===== src/rtl/rom_ctrl_digest_cmp_if.sv =====
// Digest stream from the ROM digest comparator to the key manager.
// The master drives valid/word and the slave returns ready.
interface rom_ctrl_digest_cmp_if #(
    parameter int BeatW = 32
);
    logic             dig_valid;
    logic             dig_ready;
    logic [BeatW-1:0] dig_word;

    modport master (
        output dig_valid,
        output dig_word,
        input  dig_ready
    );

    modport slave (
        input  dig_valid,
        input  dig_word,
        output dig_ready
    );
endinterface


===== src/rtl/rom_ctrl_digest_cmp.sv =====
// Compares DIGEST against EXP_DIGEST one beat of Lanes words at a time and streams each beat to the key manager.
// Defining ROM_CTRL_CMP_MISMATCH_IDX_EN adds a register that captures the first mismatching beat index.
module rom_ctrl_digest_cmp #(
    parameter int NumWords       = 8,
    parameter int WordW          = 32,
    parameter int Lanes          = 1,
    parameter int StopOnMismatch = 0
) (
    input  logic                               clk_i,
    input  logic                               rst_i,
    input  logic                               start_i,
    input  logic [NumWords*WordW-1:0]          digest_i,
    input  logic [NumWords*WordW-1:0]          exp_digest_i,
    rom_ctrl_digest_cmp_if.master              dig_if,
    output logic                               done_o,
    output logic [3:0]                         good_o,
    output logic [$clog2(NumWords/Lanes):0]    mismatch_idx_o,
    output logic                               alert_o
);

    localparam int NB    = NumWords / Lanes;
    localparam int IdxW  = (NB > 1) ? $clog2(NB) : 1;
    localparam int MisW  = $clog2(NB) + 1;
    localparam int BeatW = Lanes * WordW;

    localparam logic [IdxW-1:0] LastIdx  = IdxW'(NB - 1);
    localparam logic [3:0]      MuBiTrue  = 4'h6;
    localparam logic [3:0]      MuBiFalse = 4'h9;

    // Encodings are pairwise at least Hamming distance 3 apart.
    typedef enum logic [5:0] {
        StIdle     = 6'b001011,
        StChecking = 6'b010101,
        StDone     = 6'b101110,
        StError    = 6'b110000
    } state_e;

    state_e            state_q, state_d;
    logic [IdxW-1:0]   idx_q, idx_d;
    logic [IdxW-1:0]   shadow_q, shadow_d;
    logic              match_q, match_d;
    logic              early_stop_q, early_stop_d;
    logic [3:0]        good_q, good_d;

    logic [BeatW-1:0]  dig_beats [NB];
    logic [NB-1:0]     beat_eq;
    logic              beat_fire;
    logic              beat_bad;
    logic              dig_valid;
    logic [BeatW-1:0]  dig_word;
    logic              done;
    logic              fsm_alert;
    logic              cnt_alert;
    logic              state_alert;
    logic              start_alert;

    generate
        for (genvar gi = 0; gi < NB; gi++) begin : g_beat
            assign dig_beats[gi] = digest_i[gi*BeatW +: BeatW];
            assign beat_eq[gi]   = (digest_i[gi*BeatW +: BeatW] == exp_digest_i[gi*BeatW +: BeatW]);
        end
    endgenerate

    // The up and down counters must always sum to NB-1; any other sum means a glitched counter.
    assign cnt_alert   = ({1'b0, idx_q} + {1'b0, shadow_q}) != {1'b0, LastIdx};
    assign start_alert = start_i && (state_q != StIdle);
    assign beat_bad    = !beat_eq[idx_q];
    assign beat_fire   = (state_q == StChecking) && dig_if.dig_ready;

    always_comb begin
        state_d      = state_q;
        idx_d        = idx_q;
        shadow_d     = shadow_q;
        match_d      = match_q;
        early_stop_d = early_stop_q;
        dig_valid    = 1'b0;
        dig_word     = '0;
        done         = 1'b0;
        fsm_alert    = 1'b0;
        state_alert  = 1'b0;

        case (state_q)
            StIdle: begin
                if (idx_q != '0) begin
                    state_alert = 1'b1;
                end
                if (start_i) begin
                    state_d = StChecking;
                end
            end
            StChecking: begin
                dig_valid = 1'b1;
                dig_word  = dig_beats[idx_q];
                if (dig_if.dig_ready) begin
                    match_d = match_q & ~beat_bad;
                    if ((StopOnMismatch != 0) && beat_bad) begin
                        state_d      = StDone;
                        early_stop_d = 1'b1;
                    end else if (idx_q == LastIdx) begin
                        state_d = StDone;
                    end else begin
                        idx_d    = idx_q + 1'b1;
                        shadow_d = shadow_q - 1'b1;
                    end
                end
            end
            StDone: begin
                done = 1'b1;
                if ((idx_q != LastIdx) && !early_stop_q) begin
                    state_alert = 1'b1;
                end
            end
            StError: begin
                done = 1'b1;
            end
            default: begin
                fsm_alert = 1'b1;
                state_d   = StError;
            end
        endcase

        if (cnt_alert) begin
            state_d = StError;
        end
    end

    // Verdict is derived from the next state so it is valid in the first Done cycle.
    assign good_d = ((state_d == StDone) && match_d) ? MuBiTrue : MuBiFalse;

    always_ff @(posedge clk_i) begin
        if (rst_i) begin
            state_q      <= StIdle;
            idx_q        <= '0;
            shadow_q     <= LastIdx;
            match_q      <= 1'b1;
            early_stop_q <= 1'b0;
            good_q       <= MuBiFalse;
        end else begin
            state_q      <= state_d;
            idx_q        <= idx_d;
            shadow_q     <= shadow_d;
            match_q      <= match_d;
            early_stop_q <= early_stop_d;
            good_q       <= good_d;
        end
    end

`ifdef ROM_CTRL_CMP_MISMATCH_IDX_EN
    logic [MisW-1:0] mis_idx_q, mis_idx_d;

    // All-ones doubles as the "nothing captured yet" marker; real indices never reach it.
    always_comb begin
        mis_idx_d = mis_idx_q;
        if (beat_fire && beat_bad && (mis_idx_q == {MisW{1'b1}})) begin
            mis_idx_d = MisW'(idx_q);
        end
    end

    always_ff @(posedge clk_i) begin
        if (rst_i) begin
            mis_idx_q <= {MisW{1'b1}};
        end else begin
            mis_idx_q <= mis_idx_d;
        end
    end

    assign mismatch_idx_o = mis_idx_q;
`else
    assign mismatch_idx_o = {MisW{1'b1}};
`endif

    assign dig_if.dig_valid = dig_valid;
    assign dig_if.dig_word  = dig_word;
    assign done_o           = done;
    assign good_o           = good_q;
    assign alert_o          = fsm_alert | cnt_alert | start_alert | state_alert
                              | (state_q == StError);

endmodule


===== src/flat_wrapper.sv =====
// flat-port wrapper written by rule: the top's interface ports become plain ports
module rom_ctrl_digest_cmp_flat 
#(
    parameter int NumWords       = 8,
    parameter int WordW          = 32,
    parameter int Lanes          = 1,
    parameter int StopOnMismatch = 0
)
  (clk_i, rst_i, start_i, digest_i, exp_digest_i, done_o, good_o, mismatch_idx_o, alert_o, dig_if_dig_valid, dig_if_dig_word, dig_if_dig_ready);
  rom_ctrl_digest_cmp_if #(.BeatW(32)) dig_if_i ();
  input  logic clk_i;
  input  logic rst_i;
  input  logic start_i;
  input  logic [NumWords*WordW-1:0] digest_i;
  input  logic [NumWords*WordW-1:0] exp_digest_i;
  output logic done_o;
  output logic [3:0] good_o;
  output logic [$clog2(NumWords/Lanes):0] mismatch_idx_o;
  output logic alert_o;
  output wire logic [$bits(dig_if_i.dig_valid)-1:0] dig_if_dig_valid;
  output wire logic [$bits(dig_if_i.dig_word)-1:0] dig_if_dig_word;
  input wire logic [$bits(dig_if_i.dig_ready)-1:0] dig_if_dig_ready;
  assign dig_if_dig_valid = dig_if_i.dig_valid;
  assign dig_if_dig_word = dig_if_i.dig_word;
  assign dig_if_i.dig_ready = dig_if_dig_ready;
  rom_ctrl_digest_cmp #(.NumWords(NumWords), .WordW(WordW), .Lanes(Lanes), .StopOnMismatch(StopOnMismatch)) u_core (.clk_i(clk_i), .rst_i(rst_i), .start_i(start_i), .digest_i(digest_i), .exp_digest_i(exp_digest_i), .dig_if(dig_if_i), .done_o(done_o), .good_o(good_o), .mismatch_idx_o(mismatch_idx_o), .alert_o(alert_o));
endmodule

===== config.mk =====
export PLATFORM = sky130hd
export DESIGN_NAME = rom_ctrl_digest_cmp_flat
export DESIGN_NICKNAME = d
export VERILOG_FILES = /design/src/rtl/rom_ctrl_digest_cmp_if.sv /design/src/rtl/rom_ctrl_digest_cmp.sv /design/src/flat_wrapper.sv
export SDC_FILE = /design/constraint.sdc
export NUM_CORES = 1
export LEC_CHECK = 0
export BUFFER_PORTS_ARGS = -buffer_cell sky130_fd_sc_hd__clkbuf_2
export CAP_MARGIN = 20
export CORE_AREA = 2 2 218 220
export CTS_BUF_LIST = sky130_fd_sc_hd__clkbuf_16
export CTS_CLUSTER_SIZE = 14
export DETAILED_ROUTE_END_ITERATION = 8
export DIE_AREA = 0 0 220 222
export MAX_ROUTING_LAYER = met4
export PLACE_DENSITY = 0.44
export SYNTH_ARGS = -nofsm -noshare
export SYNTH_HDL_FRONTEND = slang
export SYNTH_SLANG_ARGS = --single-unit
export TNS_END_PERCENT = 30

===== constraint.sdc =====
create_clock -name clk_i -period 4.8 [get_ports clk_i]
set_input_delay 0.96 -clock clk_i [delete_from_list [all_inputs] [get_ports clk_i]]
set_output_delay 0.96 -clock clk_i [all_outputs]
set_load 0.03 [all_outputs]

==> results of run 1 <==
per-stage QoR:
stage                     worst slack [ns]  utilization (%)  instance area, µm²
after floorplan                       1.56                -                5680
after global placement               0.189             19.7                9120
after detailed placement             0.912             19.7                9130
after CTS                            0.892             19.9                9210
after global routing                 0.784             19.9                9210
final                                0.929             19.9                9210
registers in the layout (all words and copies together), names as in the netlist:
signal,count
u_core.good_o,2
u_core.idx_q,3
u_core.match_q,1
u_core.shadow_q,3
u_core.state_q,6
final cells by class:
type / count / area (µm²)
diodes: 2 / 5.00
clock buffers: 3 / 75.1
clock inverters: 1 / 3.75
fillers: 5293 / 37000
inverters: 10 / 37.5
multi-input cells: 579 / 5170
flip-flops and latches: 15 / 309
well taps: 607 / 759
repair buffers: 565 / 2850
cells by family (layout without fill, tap and decap cells):
kind of cell | count (synthesis) | count (layout) | share of synthesized area [%]
adder cells (fa/ha/maj) | 8 | 8 | 1.90
other | 1 | 6 | 0.0662
AND/OR/NAND/NOR | 188 | 188 | 17.2
buffers and inverters | 42 | 579 | 3.67
AO/OA/AOI/OAI | 57 | 57 | 6.56
XOR/XNOR | 258 | 258 | 39.9
multiplexers | 64 | 64 | 25.4
flip-flops | 15 | 15 | 5.30
synth_stat cells, drive strengths merged, types with 2 or more instances:
library cell  count  area (µm²)
o2111ai           2        17.5
nor3             12        60.1
a31o              2        17.5
buf              21         119
a21oi            39         199
nor2              4        17.5
nand2            80         308
xor2            165        1450
mux4             64        1440
xnor2            93         815
ha                7        87.6
dfxtp            15         300
inv              10        37.5
nor4             45         288
a211o             2        17.5
a211oi            3        27.5
a31oi             2        12.5
nand4            27         169
nand3            10        50.1
or2               2        12.5
clkbuf           11        51.3
path summary, 6_finish.rpt:
kind | start | to | slack [ns] | cells after the start
worst max-delay path | u_core.idx_q[0] | alert_o | 0.93 | 8
worst min-delay path | u_core.match_q | u_core.good_o[0] | 0.47 | 1
worst max register to register | u_core.idx_q[2] | u_core.good_o[0] | 2.04 | 7
worst min register to register | u_core.match_q | u_core.good_o[0] | 0.47 | 1
where the power goes:
group          switching, µW  internal (µW)
sequential              2.32            126
clock                   58.2            111
combinational            384            310
layer usage:
metal | wire length (µm) | GRT usage [%] | part of all wire, % | up-vias
li1 | - | - | - | 3400
met1 | 20200 | 23.5 | 39 | 3597
met2 | 27200 | 39.0 | 52 | 498
met3 | 2700 | 1.36 | 5.2 | 71
met4 | 2260 | 7.88 | 4.3 | 0
met5 | 0 | - | 0 | -
worst max-delay path, stage by stage, from the launching register on:
cell and delay, ns:
dfxtp_4 0.50, ha_1 0.30, fa_1 0.40, a2111oi_2 0.34, a21oi_1 0.07, or3_4 0.40
a21oi_1 0.24, o2111ai_1 0.17, clkbuf_2 0.21
==> qor.csv, run 1 <==
metric;value;unit
Synth Instances;633;
NumNets Final;1698;
post-CTS setup buffers;0;
post-route minimum period;3.87;ns
Critical Path RT;3.84;ns
Critical Path AT;2.91;ns
Pwr Density;108;mW/mm²
CTS resizes;0;
Avg Inst Size Synth;8.95;µm²
final cell count without fillers;1782;
Final Max Tran Viols;0;
Tot Pwr;992;µW
unrepaired setup endpoints after global routing;false;
f_max;0.258;GHz
CTS tree;done;
commonest non-fill, non-tap cells in the layout;554 x clkbuf_2, 165 x xor2_1, 93 x xnor2_1;
hpwl dp;48.3;mm
Worst setup EP type;primary output;
leakage power figure;0.00424;µW
Top Ports;559;
Crit Path Max Fanout;26;
TritonCTS Buffers;3;
synthesis-to-finish area growth;62.6;%
Finish-stage setup viols;0;
DR vias/cell;4.25;
vias in the first global route;8179;
VDD IR-drop max;0.132;mV
clk sink count;15;
Max clock buf depth;2;
CTS Hold Bufs;0;
Worst Setup Start Kind;flip-flop;
Syn Std Cell Area;0.00566;mm²
total track usage;21.1;%
IO Port Bufs;554;
period utilisation layout;80.7;%
Post-Route WL;52.4;mm
H-tree lvl count;1;
setup TNS;0;ns
vias post-DR;7566;
pin count of the biggest net entering global routing;36;
Clock transition at path regs;0.05;ns
die area;0.0488;mm²
max-cap viol count;0;
clk root buf;clkbuf_16;
asr flop ratio synth;0;%
Initial DRC Count;401;
Antenna Nets Post-Route;0;
number of synthesized flops with an enable pin;0;
Clk Latency, worst-skew pair;0.25;ns
Wirelength per Cell;29.4;µm
Fin Clk Skew;0.00155;ns
initial antenna violation count;4;
outcome;completed;
layout cells sized above 1;55.2;%
total gr overflow;0;
die width;220;µm
WS Path Type;reg2out;
Cells after DPL;1776;
Die H;222;µm
Core Area;0.0463;mm²
first-pass iteration count of the detailed router;5;
worst slew pin tran;0.918;ns
commonest non-fill, non-tap cell in the layout;clkbuf_2;
post-synthesis sequential area ratio;5.30;%
final hold slack;0.467;ns
Unique masters post-synth;47;
DRC Markers;0;
post-synthesis register bit count;15;
row count;79;
GPL Wtd Cong;0.931;
first-pass GRT wire length;67.2;mm
Starting Density;12.2;%
HP Class;reg2reg;
Synth Flop Type;dfxtp_1;
Slew HR;38.2;%
Yosys warnings;0;
final hold viol count;0;
No activity file was read; power rests on OpenSTA's default activity.
==> run 2, diff against run 1 <==
--- a/config.mk
+++ b/config.mk
@@ -7,13 +7,13 @@
 export LEC_CHECK = 0
 export BUFFER_PORTS_ARGS = -buffer_cell sky130_fd_sc_hd__clkbuf_2
 export CAP_MARGIN = 20
-export CORE_AREA = 2 2 218 220
+export CORE_AREA = 2 2 217 219
 export CTS_BUF_LIST = sky130_fd_sc_hd__clkbuf_16
 export CTS_CLUSTER_SIZE = 14
 export DETAILED_ROUTE_END_ITERATION = 8
-export DIE_AREA = 0 0 220 222
+export DIE_AREA = 0 0 219 221
 export MAX_ROUTING_LAYER = met4
-export PLACE_DENSITY = 0.44
+export PLACE_DENSITY = 0.45
 export SYNTH_ARGS = -nofsm -noshare
 export SYNTH_HDL_FRONTEND = slang
 export SYNTH_SLANG_ARGS = --single-unit
==> constraint.sdc (replaced) <==
create_clock -name clk_i -period 3.5 [get_ports clk_i]
set_input_delay 0.7 -clock clk_i [delete_from_list [all_inputs] [get_ports clk_i]]
set_output_delay 0.7 -clock clk_i [all_outputs]
set_load 0.03 [all_outputs]
==> run 2 against run 1 <==
- sequential power is 36% higher
- final area up 0.90%
- register-to-register slack lost 1.1 ns
- critical path type unchanged
- largest power group unchanged
- total power grew 35%
- combinational power up 35%
- critical path depth is the same
- worst hold slack gained 0.020 ns
- largest cell class unchanged
==> qor.csv, run 2 (synthesis gave the netlist of run 1 again) <==
metric;value;unit;change
outcome;completed;;unchanged
Post-Route WL;49.2;mm;was 52.4 mm
Most flops, register;u_core.state_q;;unchanged
die width;219;µm;was 220 µm
Critical Path AT;2.67;ns;was 2.91 ns
setup ws final;0.131;ns;was 0.929 ns
VDD IR-drop max;0.109;mV;was 0.132 mV
post-route minimum period;3.37;ns;
pin count of the biggest net entering global routing;70;;was 36
reg-to-reg startpoint;u_core.shadow_q[0];;was u_core.idx_q[2]
H-tree lvl count;1;;unchanged
commonest non-fill, non-tap cells in the layout;554 x clkbuf_2, 165 x xor2_1, 93 x xnor2_1;;unchanged
Worst Setup Start Kind;flip-flop;;unchanged
CTS Hold Bufs;0;;unchanged
NumNets Final;1705;;was 1698
vias in the first global route;8218;;was 8179
final hold viol count;0;;unchanged
TritonCTS Buffers;3;;unchanged
cells along the critical path;ha_1 -> fa_1 -> a2111oi_2 -> a21oi_1 -> or3_4 -> a21oi_1 -> o2111ai_1 -> clkbuf_2;;unchanged
total track usage;20.0;%;was 21.1%
clk sink count;15;;unchanged
final cell count without fillers;1790;;was 1782
Worst Reg-to-Reg Cells;8;;was 7
Final Max Tran Viols;0;;unchanged
period utilisation layout;96.3;%;
largest stage delay on the critical path;0.42;ns;was 0.50 ns
DR vias/cell;4.14;;was 4.25
Worst Setup SP;u_core.shadow_q[0];;was u_core.idx_q[0]
vias post-DR;7417;;was 7566
Pwr Density;144;mW/mm²;was 108 mW/mm²
share of power burned in registers;13.2;%;was 13.0%
slowest library cell on the worst path;fa_1;;was dfxtp_4
Pint;757;µW;was 548 µW
Antenna Nets Post-Route;0;;unchanged
sw frac;43.5;%;was 44.8%
IO Port Bufs;554;;unchanged
setup TNS;0;ns;unchanged
leakage power figure;0.00428;µW;was 0.00424 µW
Wirelength per Cell;27.5;µm;was 29.4 µm
hpwl dp;45.3;mm;was 48.3 mm
unrepaired setup endpoints after global routing;false;;unchanged
Slew HR;43.1;%;was 38.2%
CTS tree;done;;unchanged
Critical Path RT;2.80;ns;was 3.84 ns
combinational power share;70.2;%;was 70.0%
R2R Setup Slk;0.99;ns;was 2.04 ns
cell mode on critical path;a21oi_1;;unchanged
post-CTS setup buffers;0;;unchanged
Core Area;0.0461;mm²;was 0.0463 mm²
clk root buf;clkbuf_16;;unchanged
Hold Path Sink;u_core.good_o[0];;unchanged
hold path start;u_core.match_q;;unchanged
Fin Clk Skew;0.00330;ns;was 0.00155 ns
Tot Pwr;1340;µW;was 992 µW
max-cap viol count;0;;unchanged
Max clock buf depth;2;;unchanged
layout cells sized above 1;55.5;%;was 55.2%
Crit Path Max Fanout;3;;was 26
clock power share;16.6;%;was 17.0%
biggest regs;u_core.state_q: 6 flops, u_core.idx_q: 3 flops, u_core.shadow_q: 3 flops;;unchanged
Clk Latency, worst-skew pair;0.25;ns;about the same
Top Ports;559;;unchanged
synthesis-to-finish area growth;64.1;%;was 62.6%
Finish-stage setup viols;0;;unchanged
worst slew pin tran;0.846;ns;was 0.918 ns
worst hold path cell count;1;;unchanged
total gr overflow;0;;unchanged
Die H;221;µm;was 222 µm
Clock transition at path regs;0.05;ns;about the same
Starting Density;12.3;%;was 12.2%
Worst setup EP type;primary output;;unchanged
WS Path Type;reg2out;;unchanged
Initial DRC Count;215;;was 401
CTS resizes;0;;unchanged
GPL Wtd Cong;0.937;;was 0.931
first-pass GRT wire length;64.3;mm;was 67.2 mm
die area;0.0484;mm²;was 0.0488 mm²
HP Class;reg2reg;;unchanged
first-pass iteration count of the detailed router;5;;unchanged
commonest non-fill, non-tap cell in the layout;clkbuf_2;;unchanged
initial antenna violation count;5;;was 4
number of flip-flops under the largest register name;6;;unchanged
row count;79;;unchanged
f_max;0.297;GHz;
Cells after DPL;1783;;was 1776
dpl ws;0.196;ns;was 0.912 ns
DRC Markers;0;;unchanged
Worst R2R End;u_core.good_o[2];;was u_core.good_o[0]
sw power;582;µW;was 445 µW
[run 2: cell count changes in the layout (fill, tap and decap cells not counted)]
cell     previous run  this run
buf_4              10        16
buf_12              0         2
diode_2             2         3
buf_2               1         0
[run 2: worst max-delay path, delay by kind of cell (launching register included)]
family / cells / cell delay (ns)
buffers and inverters: 1 / 0.22
DFF: 1 / 0.32
and+or+nand+nor: 1 / 0.40
AOI/OAI and AO/OA: 4 / 0.82
adders and majority gates: 2 / 0.66
[run 2: how the worst max path moves through the flow]
stage	endpoint	slack (ns)	depth (start not counted)
3_5_place_dp	u_core.good_o[0]	0.20	8
3_3_place_gp	u_core.good_o[0]	0.26	8
6_report	alert_o	0.13	8
2_1_floorplan	alert_o	0.52	7
5_1_grt	alert_o	0.05	8
4_1_cts	alert_o	0.16	8
[run 2: routing by layer]
| metal | GRT usage, % | part of all wire (%) | up-vias |
|---|---|---|---|
| li1 | - | - | 3416 |
| met1 | 22.1 | 39 | 3547 |
| met2 | 38.4 | 54 | 415 |
| met3 | 1.48 | 4.9 | 39 |
| met4 | 4.93 | 2.6 | 0 |
| met5 | - | 0 | - |
[run 2: final cells by class]
type	instances	area (µm²)
clock inverter	1	3.75
multi-input combinational	579	5170
sequential	15	309
tap	607	759
clock buffer	3	75.1
timing repair buffer	572	2930
inverter	10	37.5
fill	5244	36800
antenna	3	7.51
[run 2: metrics by stage]
stage / instance area (µm²) / hold WS (ns) / utilization (%)
6_report: 9290 / 0.486 / 20.2
4_1_cts: 9290 / 0.483 / 20.2
2_1_floorplan: 5680 / 0.428 / -
5_1_grt: 9290 / 0.498 / 20.2
3_3_place_gp: 9210 / 0.444 / 20.0
3_5_place_dp: 9210 / 0.468 / 20.0
[run 2: power groups by stage]
stage	logic, µW	registers [µW]	clock network, µW
finish	940	176	222
global route	1000	177	235
CTS	959	176	226
detailed placement	953	180	0
global placement	952	180	0
floorplan	320	181	0
==> run 3, diff against run 2 <==
--- a/config.mk
+++ b/config.mk
@@ -5,15 +5,16 @@
 export SDC_FILE = /design/constraint.sdc
 export NUM_CORES = 1
 export LEC_CHECK = 0
+export ABC_AREA = 1
 export BUFFER_PORTS_ARGS = -buffer_cell sky130_fd_sc_hd__clkbuf_2
 export CAP_MARGIN = 20
-export CORE_AREA = 2 2 217 219
+export CORE_AREA = 2 2 218 220
 export CTS_BUF_LIST = sky130_fd_sc_hd__clkbuf_16
 export CTS_CLUSTER_SIZE = 14
 export DETAILED_ROUTE_END_ITERATION = 8
-export DIE_AREA = 0 0 219 221
+export DIE_AREA = 0 0 220 222
 export MAX_ROUTING_LAYER = met4
-export PLACE_DENSITY = 0.45
+export PLACE_DENSITY = 0.48
 export SYNTH_ARGS = -nofsm -noshare
 export SYNTH_HDL_FRONTEND = slang
 export SYNTH_SLANG_ARGS = --single-unit
==> run 3 against run 2 <==
- sequential cell count stayed put
- worst setup slack improved by 0.19 ns
- clock-buffer cell count stayed put
- critical path type unchanged
- largest cell class unchanged
- largest power group unchanged
- final area rose by 15%
- core utilization increased by 2.9 points
- sequential share of layout area shrank 0.44 points
- area after synthesis grew 24%
==> qor.csv, run 3 <==
metric;value;unit;change
outcome;completed;;unchanged
CTS resizes;0;;unchanged
Critical Path AT;2.48;ns;was 2.67 ns
first-pass iteration count of the detailed router;5;;unchanged
first-pass GRT wire length;75.3;mm;was 64.3 mm
post-synth top area cell;nand2_1;;was xor2_1
Crit Path Max Fanout;20;;was 3
leakage power figure;0.00589;µW;was 0.00428 µW
crit path buf inv count;4;;was 1
VDD IR-drop max;0.130;mV;was 0.109 mV
synthesis-to-finish area growth;51.6;%;was 64.1%
DR vias/cell;4.29;;was 4.14
largest cells by area after synthesis;nand2_1 20%, xnor2_1 14%, inv_1 13%, o21ai_0 11%, nor2_1 9.0%;;was xor2_1 26%, mux4_2 25%, xnor2_1 14%, dfxtp_1 5.3%, nand2_1 5.2%
Final Max Tran Viols;0;;unchanged
clock power share;17.1;%;was 16.6%
HP Class;reg2reg;;unchanged
Critical Path RT;2.80;ns;about the same
final hold slack;0.406;ns;was 0.486 ns
Synth Flop Type;dfxtp_1;;unchanged
Worst Reg-to-Reg Cells;11;;was 8
Pwr Density;128;mW/mm²;was 144 mW/mm²
GPL Wtd Cong;0.883;;was 0.937
initial antenna violation count;7;;was 5
setup TNS;0;ns;unchanged
CTS Hold Bufs;0;;unchanged
post-CTS setup buffers;0;;unchanged
Pint;751;µW;was 757 µW
Starting Density;15.2;%;was 12.3%
Syn Std Cell Area;0.00704;mm²;was 0.00566 mm²
TritonCTS Buffers;3;;unchanged
row count;79;;unchanged
vias post-DR;11000;;was 7417
Fin Clk Skew;0.00477;ns;was 0.00330 ns
worst hold path cell count;1;;unchanged
IO Port Bufs;554;;unchanged
Synth Instances;1418;;was 633
slowest library cell on the worst path;dfxtp_4;;was fa_1
number of synthesized flops with an enable pin;0;;unchanged
sw power;612;µW;was 582 µW
Initial DRC Count;540;;was 215
clk sink count;15;;unchanged
post-synthesis sequential area ratio;4.26;%;was 5.30%
Wirelength per Cell;21.9;µm;was 27.5 µm
Post-Route WL;56.1;mm;was 49.2 mm
NumNets Final;2472;;was 1705
cells along the critical path;inv_2 -> buf_4 -> buf_4 -> o21ai_0 -> o22ai_1 -> o21ai_0 -> a31oi_1 -> clkbuf_2;;was ha_1 -> fa_1 -> a2111oi_2 -> a21oi_1 -> or3_4 -> a21oi_1 -> o2111ai_1 -> clkbuf_2
Tot Pwr;1360;µW;was 1340 µW
number of flip-flops under the largest register name;6;;unchanged
die area;0.0488;mm²;was 0.0484 mm²
Avg Inst Size Synth;4.97;µm²;was 8.95 µm²
Clk Latency, worst-skew pair;0.25;ns;about the same
final hold viol count;0;;unchanged
worst slew pin tran;0.807;ns;was 0.846 ns
Max clock buf depth;2;;unchanged
Worst setup EP type;primary output;;unchanged
clk root buf;clkbuf_16;;unchanged
total gr overflow;0;;unchanged
max-cap viol count;0;;unchanged
commonest non-fill, non-tap cells in the layout;552 x clkbuf_2, 371 x nand2_1, 242 x inv_1;;was 554 x clkbuf_2, 165 x xor2_1, 93 x xnor2_1
post-synthesis register bit count;15;;unchanged
Die H;222;µm;was 221 µm
Finish-stage setup viols;0;;unchanged
critical path depth in cells;8;;unchanged
total track usage;22.4;%;was 20.0%
post-synth top area share;19.8;%;was 25.5%
Worst Setup Start Kind;flip-flop;;unchanged
H-tree lvl count;1;;unchanged
WS Path Type;reg2out;;unchanged
most instantiated cells after synthesis;371 x nand2_1, 243 x inv_1, 169 x nor2_1;;was 165 x xor2_1, 93 x xnor2_1, 79 x nand2_1
f_max;0.315;GHz;was 0.297 GHz
Core Area;0.0463;mm²;was 0.0461 mm²
share of power burned in registers;13.0;%;was 13.2%
die width;220;µm;was 219 µm
layout cells sized above 1;31.9;%;was 55.5%
vias in the first global route;10900;;was 8218
Clock transition at path regs;0.05;ns;about the same
hpwl dp;50.9;mm;was 45.3 mm
asr flop ratio synth;0;%;unchanged
CTS tree;done;;unchanged
commonest non-fill, non-tap cell in the layout;clkbuf_2;;unchanged
Antenna Nets Post-Route;0;;unchanged
period utilisation layout;90.8;%;was 96.3%
Top Ports;559;;unchanged
unrepaired setup endpoints after global routing;false;;unchanged
combinational power share;69.9;%;was 70.2%
DRC Markers;0;;unchanged
count leader, synth;nand2_1;;was xor2_1
biggest regs;u_core.state_q: 6 flops, u_core.idx_q: 3 flops, u_core.shadow_q: 3 flops;;unchanged
cell family with the largest share of critical-path delay;buffers and inverters;;was compound AO/OA/AOI/OAI gates
post-route minimum period;3.18;ns;was 3.37 ns
largest stage delay on the critical path;0.40;ns;was 0.42 ns
Slew HR;45.6;%;was 43.1%
Yosys warnings;0;;unchanged
Unique masters post-synth;38;;was 47
sw frac;44.9;%;was 43.5%
Most flops, register;u_core.state_q;;unchanged
pin count of the biggest net entering global routing;82;;was 70
[run 3: final timing paths]
kind                         from                  end  slack, ns
hold reg to reg    u_core.match_q     u_core.good_o[0]       0.41
hold / removal     u_core.match_q     u_core.good_o[0]       0.41
setup reg to reg  u_core.idx_q[0]     u_core.good_o[2]       1.22
setup / recovery  u_core.idx_q[1]  dig_if_dig_word[15]       0.32
[run 3: cells by family (layout without fill, tap and decap cells)]
| group | Yosys count | in the layout | synth area share, % |
|---|---|---|---|
| and+or+nand+nor | 654 | 654 | 38.3 |
| DFF | 15 | 15 | 4.26 |
| other | 1 | 9 | 0.0532 |
| adders and majority gates | 8 | 8 | 1.53 |
| xor gates and xnor gates | 115 | 115 | 14.3 |
| buffers and inverters | 305 | 831 | 17.1 |
| AOI/OAI and AO/OA | 320 | 320 | 24.5 |
[run 3: per-stage QoR]
step / cells / area (µm²) / util, % / setup slack [ns]
2_1_floorplan: 1421 / 7060 / - / 0.831
3_3_place_gp: 2550 / 10600 / 22.9 / 0.249
3_5_place_dp: 2550 / 10600 / 22.9 / 0.265
4_1_cts: 2554 / 10700 / 23.1 / 0.268
5_1_grt: 2559 / 10700 / 23.1 / 0.159
6_report: 2559 / 10700 / 23.1 / 0.321
[run 3: layer usage]
layer	up-vias	GRT usage, %	routed length, µm
met4	0	4.50	1290
met3	36	3.44	4010
li1	5548	-	-
met1	4897	25.7	22400
met5	-	-	0
met2	491	40.9	28300
[run 3: final cells by class]
class | count | area (µm²)
fillers | 5464 | 35600
multi-input cells | 1101 | 5550
clock buffers | 3 | 75.1
diodes | 5 | 12.5
clock inverters | 1 | 7.51
repair buffers | 580 | 3040
flip-flops and latches | 15 | 308
well taps | 607 | 759
inverters | 247 | 930
[run 3: power groups by stage]
stage	Sequential (µW)	Combinational (µW)	Clock, µW
3_3_place_gp	181	958	0
2_1_floorplan	182	391	0
5_1_grt	177	1060	248
6_report	177	953	233
4_1_cts	177	970	240
3_5_place_dp	181	964	0
